[config.mk]
export PLATFORM = sky130hd
export DESIGN_NAME = fetch_stage
export DESIGN_NICKNAME = d
export VERILOG_FILES = /design/src/rtl/riscv_pkg.sv /design/src/rtl/if_id_reg.sv /design/src/rtl/fetch_stage.sv
export SDC_FILE = /design/constraint.sdc
export NUM_CORES = 1
export LEC_CHECK = 0
export CAP_MARGIN = 20
export CORE_MARGIN = 10
export CORE_UTILIZATION = 48
export CTS_BUF_LIST = sky130_fd_sc_hd__clkbuf_4 sky130_fd_sc_hd__clkbuf_8
export DETAILED_ROUTE_END_ITERATION = 8
export GPL_TIMING_DRIVEN = 0
export PLACE_DENSITY = 0.85
export SLEW_MARGIN = 20
export SYNTH_ARGS = -nofsm -noshare
export SYNTH_HDL_FRONTEND = slang
export SYNTH_SLANG_ARGS = --single-unit
export TNS_END_PERCENT = 10
[constraint.sdc]
create_clock -name clk -period 5.9 [get_ports clk]
set_input_delay 1.475 -clock clk [delete_from_list [all_inputs] [get_ports clk]]
set_output_delay 1.475 -clock clk [all_outputs]
set_load 0.1 [all_outputs]
[src/rtl/riscv_pkg.sv]
// Shared constants and types for the RISC-V pipeline stages.
package riscv_pkg;

  localparam int XLEN = 32;
  localparam logic [31:0] NOP_INSTR = 32'h0000_0013;
  localparam logic [31:0] DEFAULT_RESET_PC = 32'h0000_0000;

  typedef enum logic {
    BOOT = 1'b0,
    RUN  = 1'b1
  } fetch_state_t;

endpackage

[src/rtl/if_id_reg.sv]
// IF/ID pipeline register: flush beats stall beats load; valid marks a real instruction.
module if_id_reg
  import riscv_pkg::*;
#(
  parameter int          XLEN      = riscv_pkg::XLEN,
  parameter logic [31:0] NOP_INSTR = riscv_pkg::NOP_INSTR
) (
  input  logic            clk,
  input  logic            rst_n,
  input  logic            en,
  input  logic            flush,
  input  logic            stall,
  input  logic [31:0]     instr_i,
  input  logic [XLEN-1:0] pc_i,
  input  logic [XLEN-1:0] pc_plus4_i,
  output logic [31:0]     instr_o,
  output logic [XLEN-1:0] pc_o,
  output logic [XLEN-1:0] pc_plus4_o,
  output logic            valid_o
);

  always_ff @(posedge clk or negedge rst_n) begin
    if (!rst_n) begin
      instr_o    <= NOP_INSTR;
      pc_o       <= '0;
      pc_plus4_o <= '0;
      valid_o    <= 1'b0;
    end else if (en) begin
      if (flush) begin
        instr_o    <= NOP_INSTR;
        pc_o       <= '0;
        pc_plus4_o <= '0;
        valid_o    <= 1'b0;
      end else if (!stall) begin
        instr_o    <= instr_i;
        pc_o       <= pc_i;
        pc_plus4_o <= pc_plus4_i;
        valid_o    <= 1'b1;
      end
    end
  end

endmodule

[src/rtl/fetch_stage.sv]
// Instruction fetch: PC register, PC+4 adder, boot FSM, IF/ID register and fetch counter.
module fetch_stage
  import riscv_pkg::*;
#(
  parameter int              XLEN      = riscv_pkg::XLEN,
  parameter logic [XLEN-1:0] RESET_PC  = XLEN'(riscv_pkg::DEFAULT_RESET_PC),
  parameter logic [31:0]     NOP_INSTR = riscv_pkg::NOP_INSTR
) (
  input  logic            clk,
  input  logic            rst_n,
  input  logic [XLEN-1:0] pc_next_i,
  input  logic            stall_f,
  input  logic            stall_d,
  input  logic            flush_d,
  output logic [XLEN-1:0] imem_addr_o,
  input  logic [31:0]     imem_rdata_i,
  output logic [XLEN-1:0] pc_f_o,
  output logic [XLEN-1:0] pc_plus4_f_o,
  output logic [31:0]     instr_d_o,
  output logic [XLEN-1:0] pc_d_o,
  output logic [XLEN-1:0] pc_plus4_d_o,
  output logic            valid_d_o,
  output logic [31:0]     fetch_count_o,
  output fetch_state_t    fsm_state_o
);

  // Stall semantics: stall_f/stall_d hold their register for the edge, flush_d
  // overrides stall_d; valid_d_o is high only when IF/ID holds a fetched word.
  fetch_state_t    state;
  logic [XLEN-1:0] pc_f;
  logic [31:0]     fetch_count;
  logic            run;
  logic            load_d;

  assign run    = (state == RUN);
  assign load_d = run && !flush_d && !stall_d;

  // BOOT swallows the first edge after reset so the memory sees RESET_PC for a full cycle.
  always_ff @(posedge clk or negedge rst_n) begin
    if (!rst_n) begin
      state       <= BOOT;
      pc_f        <= RESET_PC;
      fetch_count <= '0;
    end else begin
      case (state)
        BOOT: state <= RUN;
        RUN: begin
          state <= RUN;
          if (!stall_f) pc_f <= pc_next_i & ~XLEN'(3);
          if (load_d) fetch_count <= fetch_count + 32'd1;
        end
        default: state <= BOOT;
      endcase
    end
  end

  assign imem_addr_o   = pc_f;
  assign pc_f_o        = pc_f;
  assign pc_plus4_f_o  = pc_f + XLEN'(4);
  assign fetch_count_o = fetch_count;
  assign fsm_state_o   = state;

  if_id_reg #(
    .XLEN      (XLEN),
    .NOP_INSTR (NOP_INSTR)
  ) u_if_id (
    .clk        (clk),
    .rst_n      (rst_n),
    .en         (run),
    .flush      (flush_d),
    .stall      (stall_d),
    .instr_i    (imem_rdata_i),
    .pc_i       (pc_f),
    .pc_plus4_i (pc_plus4_f_o),
    .instr_o    (instr_d_o),
    .pc_o       (pc_d_o),
    .pc_plus4_o (pc_plus4_d_o),
    .valid_o    (valid_d_o)
  );

endmodule

==> Word level (Yosys, flattened, before mapping) <==
Cells that the tools add are included.
{ "totals": {"romBits": 0, "regBits": 160, "wordCells": 26, "mem_bits_rw": 0, "latch_bits": 0, "inputBits": 69, "memories": 0} }
{ "classes": {"mux": 8, "n_reduce_logical": 7, "div": 0, "multipliers": 0, "n_shift": 0, "n_addsub": 2, "eq_ne": 1, "bitwise": 1, "order_cmp": 0} }
{ "op_table": {"columns": ["op", "count"], "rows": [
  ["32-bit two-way mux", 6],
  ["32-bit by 1-bit adder with 32-bit output (second input constant)", 1],
  ["32-bit by 3-bit adder with 32-bit output (second input constant)", 1],
  ["2-bit AND reduction", 3],
  ["1-bit logical AND", 2],
  ["1-bit zero test", 2],
  ["1-bit two-way mux", 2],
  ["2-bit by 1-bit inequality test with 1-bit output (second input constant)", 1],
  ["1-bit inverter", 1]
]} }

==> Longest topological paths before layout <==
Gate-level depths: netlist of run 1.
{ "depth": {"depth_word": 4, "ltp_mapped": 6, "depth_no_buf": 5} }

==> Hierarchy <==
Synthesis of run 1 repeated with hierarchy kept, for this count alone.
{ "hier_totals": {"cells_unflattened": 767, "area_unflattened_um2": 8827.2} }
{ "modules_own_cells": {"columns": ["mod", "seq_area_each_um2", "instances", "cells_each", "area_per_inst_um2"], "rows": [
  ["if_id_reg", 2431.1, 1, 444, 5328.9],
  ["fetch_stage", 1576.5, 1, 323, 3498.4]
]} }

==> Worst setup path before layout of run 1 <==
Ideal clock, no wire load.
{ "synth_timing": {"path_kind": "flip-flop to output port", "from": "reg pc_f[3], in the netlist imem_addr_o[3]", "to": "out pc_plus4_f_o[20]", "n_path_buf": 1, "setup_slack_ps": 650, "arrival_time_ps": 3775, "t_required_ps": 4425, "stages_incl_launch_ff": 7, "path_cell_list": "dfrtp_1 -> ha_1 -> nand4_1 -> nor4_4 -> buf_6 -> nand4_1 -> xnor2_1"} }
{ "synth_via": {"elab_chain_len": 1} }
{ "synth_rtl": {"columns": ["item", "line", "source"], "rows": [
  ["start, declared", "fetch_stage.sv:30", "logic [XLEN-1:0] pc_f;"],
  ["start signal, assigned", "fetch_stage.sv:49", "if (!stall_f) pc_f <= pc_next_i & ~XLEN'(3);"],
  ["32-bit by 3-bit adder with 32-bit output", "fetch_stage.sv:59", "assign pc_plus4_f_o = pc_f + XLEN'(4);"],
  ["end, declared", "fetch_stage.sv:18", "output logic [XLEN-1:0] pc_plus4_f_o,"]
]} }
No other way between the ends.

==> Final worst setup path of run 1 <==
Ends and elaborated chain as after synthesis.

==> impl_metrics.env, run 1 <==
export IMPL_run_status="complete, no violations"
export IMPL_avgRoutedWirePerCell_um=21.1
export IMPL_synth_mux_area_share_pct=3.97
export IMPL_io_pins=295
export IMPL_hp_class="reg -> reg"
export IMPL_max_slew_margin_pct=29.1
export IMPL_synth_xor_area_share_pct=7.29
export IMPL_cts_htree_levels=4
export IMPL_final_nets=1006
export IMPL_power_switching_fraction_pct=49.1
export IMPL_synth_yosys_warnings=0
export IMPL_final_layout_size_suffix_gt1_share_pct=12.8
export IMPL_async_sr_flop_fraction_pct=100
export IMPL_placement_io_buffers=282
export IMPL_grt_pass1_wl_um=37200
export IMPL_initial_util_pct=49.0
export IMPL_data_arrival_time_of_the_critical_path_ps=3790
export IMPL_cts_root_buf="clkbuf_8"
export IMPL_count_of_filler_cells_inserted_in_the_layout=1072
export IMPL_finalCriticalPeriod_ps=5260
export IMPL_clkSlewWorstSetupHoldPaths_ps=80
export IMPL_power_switching_w=0.00208
export IMPL_synth_seq_area_share_pct=55.1
export IMPL_initialDrtViolationCount=339
export IMPL_die_width_um=142
export IMPL_intPower_w=0.00216
export IMPL_place_gp_congestion=0.802
export IMPL_hold_slack_ps=471
export IMPL_leakage_nw=4.73
export IMPL_pwr_share_clk_pct=22.0
export IMPL_detailedPlacementHpwl_um=18100
export IMPL_grt_ovfl_total=0
export IMPL_critical_path_peak_fanout=10
export IMPL_die_area_um2=20000
export IMPL_clock_tree_buffer_depth=2
export IMPL_report_final_hold_viol_count=0
export IMPL_synth_area_in_compound_gates_pct=11.6
export IMPL_simple_gate_share_of_the_synthesized_area_pct=14.8
export IMPL_timing_critical_path_from_type="register"
export IMPL_grt_antenna_before_repair=1
export IMPL_core_area_um2=14500
export IMPL_power_combinational_fraction_pct=47.5
export IMPL_rsz0062_at_grt="no"
export IMPL_cap_viol_max_count=0
export IMPL_highest_attainable_clock_frequency_mhz=190
export IMPL_syn_area_per_cell_um2=11.4
export IMPL_clk_latency_ps=450
export IMPL_syn2layout_area_growth_pct=50.7
export IMPL_cts_sinks=156
export IMPL_grt_max_degree=80
export IMPL_cp_end_kind="primary output"
export IMPL_cts_post_setup_buffers_inserted=0
export IMPL_dr_pass1_iters=5
export IMPL_tritoncts="built"
export IMPL_post_drt_via_cell_ratio=5.42
export IMPL_postSynthRegisterBits=156
export IMPL_vias=6142
export IMPL_drt_antenna_violating_nets=0
export IMPL_drcViolationCount=0
export IMPL_timing_clock_skew_ps=10.7
export IMPL_syn_instance_count=624
export IMPL_finalSetupViolCount=0
export IMPL_tightestPinTransition_ps=1060
export IMPL_distinct_cell_type_count_of_the_synthesized_netlist=49
export IMPL_multiInputGateArea_um2=2730
export IMPL_critPathRequiredTime_ps=4430
export IMPL_mappedNetlistArea_um2=7090
export IMPL_synth_ff_type="dfrtp_1"
export IMPL_cts_resized=0
export IMPL_synth_edff_count=0
export IMPL_p_per_area_nw_per_um2=397
export IMPL_final_max_slew_viol_count=0
export IMPL_die_height_um=142
export IMPL_fin_util_pct=73.8
export IMPL_tritoncts_num_buffers=17
export IMPL_wl_um=24000
export IMPL_ir_drop_mv=0.263
export IMPL_hold_buffers=0
export IMPL_area_taken_by_flip_flops_and_latches_um2=3910
export IMPL_first_global_vias=6520
export IMPL_grtUsageTotal_pct=23.6
export IMPL_timing_setup_critical_path_class="reg -> out"
export IMPL_r2r_setup_slack_ps=3500
export IMPL_synth_adder_area_share_pct=0.353
export IMPL_post_route_period_util_pct=89.2
export IMPL_power_share_sequential_pct=30.5
export IMPL_num_rows=44
export IMPL_combinational_family_with_the_most_area_after_synthesis="simple AND/OR/NAND/NOR gates"
-- placed cells by master (no fill, tap or decap), types with 9 or more instances in the layout --
master,synthesis,layout
a221o_1,11,11
clkbuf_1,22,22
nor3_1,9,9
o21ai_0,10,10
xnor2_1,40,40
xor2_1,19,19
a22o_1,54,54
and3_1,14,14
mux2_2,25,25
dfrtp_1,153,153
buf_2,9,9
nand4_1,22,22
clkbuf_8,0,23
conb_1,2,11
buf_4,40,40
nand3_1,22,22
nor2_1,23,23
nand2_1,77,77
clkdlybuf4s50_1,0,281
-- sequential cells by signal (all words and copies together), names as in the netlist --
register            flops
u_if_id.pc_plus4_o     30
u_if_id.instr_o        32
u_if_id.valid_o         1
u_if_id.pc_o           30
fetch_count_o          32
imem_addr_o            30
fsm_state_o             1
-- metal layers --
metal	up-vias	routed length, µm	part of all wire [%]	GRT usage [%]
li1	2808	-	-	-
met1	3032	9320	39	27.1
met2	262	11500	48	38.2
met3	40	2490	10	9.81
met4	0	607	2.5	9.20
met5	-	0	0	0
-- synth_stat cells, drive strengths merged, types with 9 or more instances --
| cell type | count | area, µm² |
|---|---|---|
| o21ai | 11 | 55.1 |
| buf | 54 | 372 |
| a22o | 54 | 473 |
| a221o | 11 | 110 |
| clkbuf | 22 | 82.6 |
| xnor2 | 40 | 350 |
| nand4 | 23 | 159 |
| nor3 | 10 | 61.3 |
| xor2 | 19 | 166 |
| mux2 | 25 | 282 |
| and3 | 14 | 87.6 |
| nor2 | 23 | 86.3 |
| nor4 | 9 | 114 |
| nand2 | 77 | 289 |
| dfrtp | 153 | 3830 |
| nand3 | 23 | 120 |
-- worst paths after layout --
path / end / cells after the start / start
min in group asynchronous: fetch_count_o[14] / 1 / rst_n
hold reg to reg: u_if_id.pc_o[31] / 2 / u_if_id.pc_o[31]
setup / recovery: pc_plus4_f_o[20] / 7 / imem_addr_o[3]
hold / removal: u_if_id.pc_o[31] / 2 / u_if_id.pc_o[31]
setup reg to reg: u_if_id.pc_plus4_o[18] / 6 / imem_addr_o[3]
max in group asynchronous: u_if_id.instr_o[4] / 2 / rst_n
-- cell type report --
type | instances | area share (%)
Tap cell | 184 | 2.15
Antenna cell | 1 | 0.0234
Clock buffer | 23 | 2.96
Buffer | 76 | 4.25
Timing Repair Buffer | 283 | 26.7
Multi-Input combinational cell | 393 | 25.6
Sequential cell | 156 | 36.6
Clock inverter | 9 | 1.46
Inverter | 8 | 0.281
-- power by group through the flow --
stage / sequential (W) / combinational (W) / clock, W
floorplan: 0.00205 / 0.000752 / 0
global placement: 0.00131 / 0.00200 / 0
detailed placement: 0.00131 / 0.00202 / 0
CTS: 0.00129 / 0.00202 / 0.000945
global route: 0.00131 / 0.00207 / 0.000986
finish: 0.00129 / 0.00201 / 0.000933
-- worst max-delay path, stage by stage, from the launching register on --
cell	delay (ps)
dfrtp_1	530
ha_1	290
nand4_1	270
nor4_4	500
buf_6	240
nand4_1	130
xnor2_1	180
clkdlybuf4s50_1	1190
-- kinds of logic after synthesis --
logic type / Yosys count
buffers and inverters: 84
adder cells (fa/ha/maj): 2
XOR/XNOR: 59
other: 2
AND/OR/NAND/NOR: 195
AO/OA/AOI/OAI: 101
multiplexers: 25
flip-flops: 156
-- metrics by stage --
stage / cells / cell area, µm² / setup TNS [ps] / setup WS, ps / total power [W]
global route: 1133 / 10700 / 0 / 424 / 0.00437
detailed placement: 1100 / 10200 / 0 / 1140 / 0.00333
floorplan: 633 / 7120 / 0 / 650 / 0.00281
finish: 1133 / 10700 / 0 / 638 / 0.00424
CTS: 1132 / 10700 / 0 / 633 / 0.00426
global placement: 1099 / 10200 / -450990 / -2940 / 0.00331
(Power assumes the default switching activity.)
==> run 2: changes to the inputs <==
CORE_UTILIZATION = 47   (was 48)
CTS_BUF_LIST = unset   (was sky130_fd_sc_hd__clkbuf_4 sky130_fd_sc_hd__clkbuf_8)
PLACE_DENSITY = 0.83   (was 0.85)
==> run 2 against run 1 <==
Clock power is 19% higher. Die area is 1.8% higher. Combinational power hardly changed. Hold slack better by 3.0 ps. Non-clock buffer count stayed put. Via count is 0.98% higher. Count of clock-buffer cells in the layout is 3 lower. Clock skew is 2.0 ps lower. Critical path type unchanged. Critical endpoint unchanged. Largest power group unchanged.
==> impl_metrics.env, run 2 (synthesis gave the netlist of run 1 again) <==
export IMPL_rr_startpoint="imem_addr_o[3]"
export IMPL_clock_tree_buffer_depth=2
export IMPL_critical_path_peak_fanout=10
export IMPL_setup_crit_end="pc_plus4_f_o[20]"
export IMPL_rsz0062_at_grt="no"
export IMPL_die_width_um=143
export IMPL_tightestPinTransition_ps=1080
export IMPL_tritoncts="built"
export IMPL_vias=6202
export IMPL_critPathMaxStageDelay_ps=1220
export IMPL_highest_attainable_clock_frequency_mhz=188
export IMPL_run_status="complete, no violations"
export IMPL_layout_cells_most_common_list="281 x clkdlybuf4s50_1, 153 x dfrtp_1, 77 x nand2_1"
export IMPL_cp_slowest_cell="clkdlybuf4s50_1"
export IMPL_grt_max_degree=95
export IMPL_post_drt_via_cell_ratio=5.48
export IMPL_cts_resized=0
export IMPL_detailedPlacementHpwl_um=18200
export IMPL_cts_post_setup_buffers_inserted=0
export IMPL_drcViolationCount=0
export IMPL_multiInputGateArea_um2=2730
export IMPL_critPathRequiredTime_ps=4430
export IMPL_grt_pass1_wl_um=36600
export IMPL_hold_buffers=0
export IMPL_placement_io_buffers=282
export IMPL_ir_drop_mv=0.258
export IMPL_syn2layout_area_growth_pct=52.5
export IMPL_hp_class="reg -> reg"
export IMPL_num_rows=44
export IMPL_clk_latency_ps=420
export IMPL_timing_critical_path_from_type="register"
export IMPL_setup_ws_ps=592
export IMPL_place_gp_congestion=0.798
export IMPL_layout_cells_most_common="clkdlybuf4s50_1"
export IMPL_leakage_nw=4.79
export IMPL_wl_um=24100
export IMPL_io_pins=295
export IMPL_cp_end_kind="primary output"
export IMPL_timing_critical_path_buf_inv=2
export IMPL_final_layout_size_suffix_gt1_share_pct=12.6
export IMPL_first_global_vias=6351
export IMPL_tritoncts_num_buffers=17
export IMPL_post_route_period_util_pct=90.0
export IMPL_drt_antenna_violating_nets=0
export IMPL_avgRoutedWirePerCell_um=21.3
export IMPL_final_nets=1006
export IMPL_count_of_filler_cells_inserted_in_the_layout=1081
export IMPL_report_final_hold_viol_count=0
export IMPL_crit_path_cell_trace="ha_1 -> nand4_1 -> nor4_4 -> buf_6 -> nand4_1 -> xnor2_1 -> clkdlybuf4s50_1"
export IMPL_dp_slack_ps=1080
export IMPL_r2r_setup_slack_ps=3440
export IMPL_grt_ovfl_total=0
export IMPL_p_per_area_nw_per_um2=409
export IMPL_setup_tns_ps=0
export IMPL_dr_pass1_iters=5
export IMPL_cts_sinks=156
export IMPL_cap_viol_max_count=0
export IMPL_cts_htree_levels=4
export IMPL_max_slew_margin_pct=28.1
export IMPL_critPathMostFrequentCell="nand4_1"
export IMPL_timing_setup_critical_path_class="reg -> out"
export IMPL_worstSetupPathDepth=7
export IMPL_worst_r2r_path_depth=6
export IMPL_finalCriticalPeriod_ps=5310
export IMPL_cts_root_buf="clkbuf_16"
export IMPL_path_delay_family="buffers and inverters"
export IMPL_data_arrival_time_of_the_critical_path_ps=3830
export IMPL_critical_path_reg2reg_endpoint="u_if_id.pc_plus4_o[18]"
export IMPL_die_area_um2=20400
export IMPL_finalSetupViolCount=0
export IMPL_grt_antenna_before_repair=1
export IMPL_grtUsageTotal_pct=23.1
export IMPL_clkSlewWorstSetupHoldPaths_ps=60
export IMPL_initialDrtViolationCount=421
export IMPL_fin_total_pwr_w=0.00442
export IMPL_die_height_um=143
export IMPL_core_area_um2=14600
export IMPL_timing_clock_skew_ps=8.68
export IMPL_area_taken_by_flip_flops_and_latches_um2=3910
export IMPL_final_max_slew_viol_count=0
export IMPL_initial_util_pct=48.4
export IMPL_critical_path_startpoint="imem_addr_o[3]"
-- run 2: changes by cell type in the layout (fill, tap and decap cells not counted), sizes merged --
cell	before	now
clkinvlp	3	4
bufinv	4	3
clkbuf	45	42
clkinv	2	4
-- run 2: layout make-up --
cell class / count / share of cell area [%]
clock inverters: 11 / 1.33
plain buffers: 76 / 4.20
repair buffers: 283 / 26.4
clock buffers: 20 / 4.22
inverters: 8 / 0.278
well taps: 184 / 2.13
flip-flops and latches: 156 / 36.1
multi-input cells: 393 / 25.3
diodes: 1 / 0.0231
-- run 2: metrics by stage --
step / cells / util (%) / hold WS [ps] / instance area, µm²
6_report: 1132 / 73.8 / 474 / 10800
2_1_floorplan: 633 / - / 747 / 7120
5_1_grt: 1131 / 73.8 / 495 / 10800
4_1_cts: 1131 / 73.8 / 475 / 10800
3_5_place_dp: 1100 / 69.7 / 462 / 10200
3_3_place_gp: 1099 / 69.5 / 452 / 10200
-- run 2: how the worst min path moves through the flow --
stage | endpoint | startpoint | depth (start not counted)
detailed placement | u_if_id.pc_o[30] | u_if_id.pc_o[30] | 2
CTS | fetch_count_o[31] | fetch_count_o[31] | 1
global route | fetch_count_o[31] | fetch_count_o[31] | 1
finish | u_if_id.pc_o[2] | u_if_id.pc_o[2] | 2
global placement | u_if_id.pc_o[31] | u_if_id.pc_o[31] | 2
floorplan | u_if_id.instr_o[0] | u_if_id.instr_o[0] | 1
-- run 2: layer usage --
layer,share of wire [%],wire [µm],global-route usage [%]
met1,38,9060,26.3
met2,51,12200,40.0
met3,10,2450,8.23
met4,1.5,354,6.62
met5,0,0,0
-- run 2: tightest hold or removal path: stages, from the launching register on --
cell and delay (ps):
dfrtp_1 340, nand2_1 40, o21ai_0 60
-- run 2: power by group --
part | switching, W | internal (W) | total, W
Clock | 0.000429 | 0.000683 | 0.00111
Combinational | 0.00156 | 0.000456 | 0.00202
Sequential | 0.000122 | 0.00118 | 0.00130
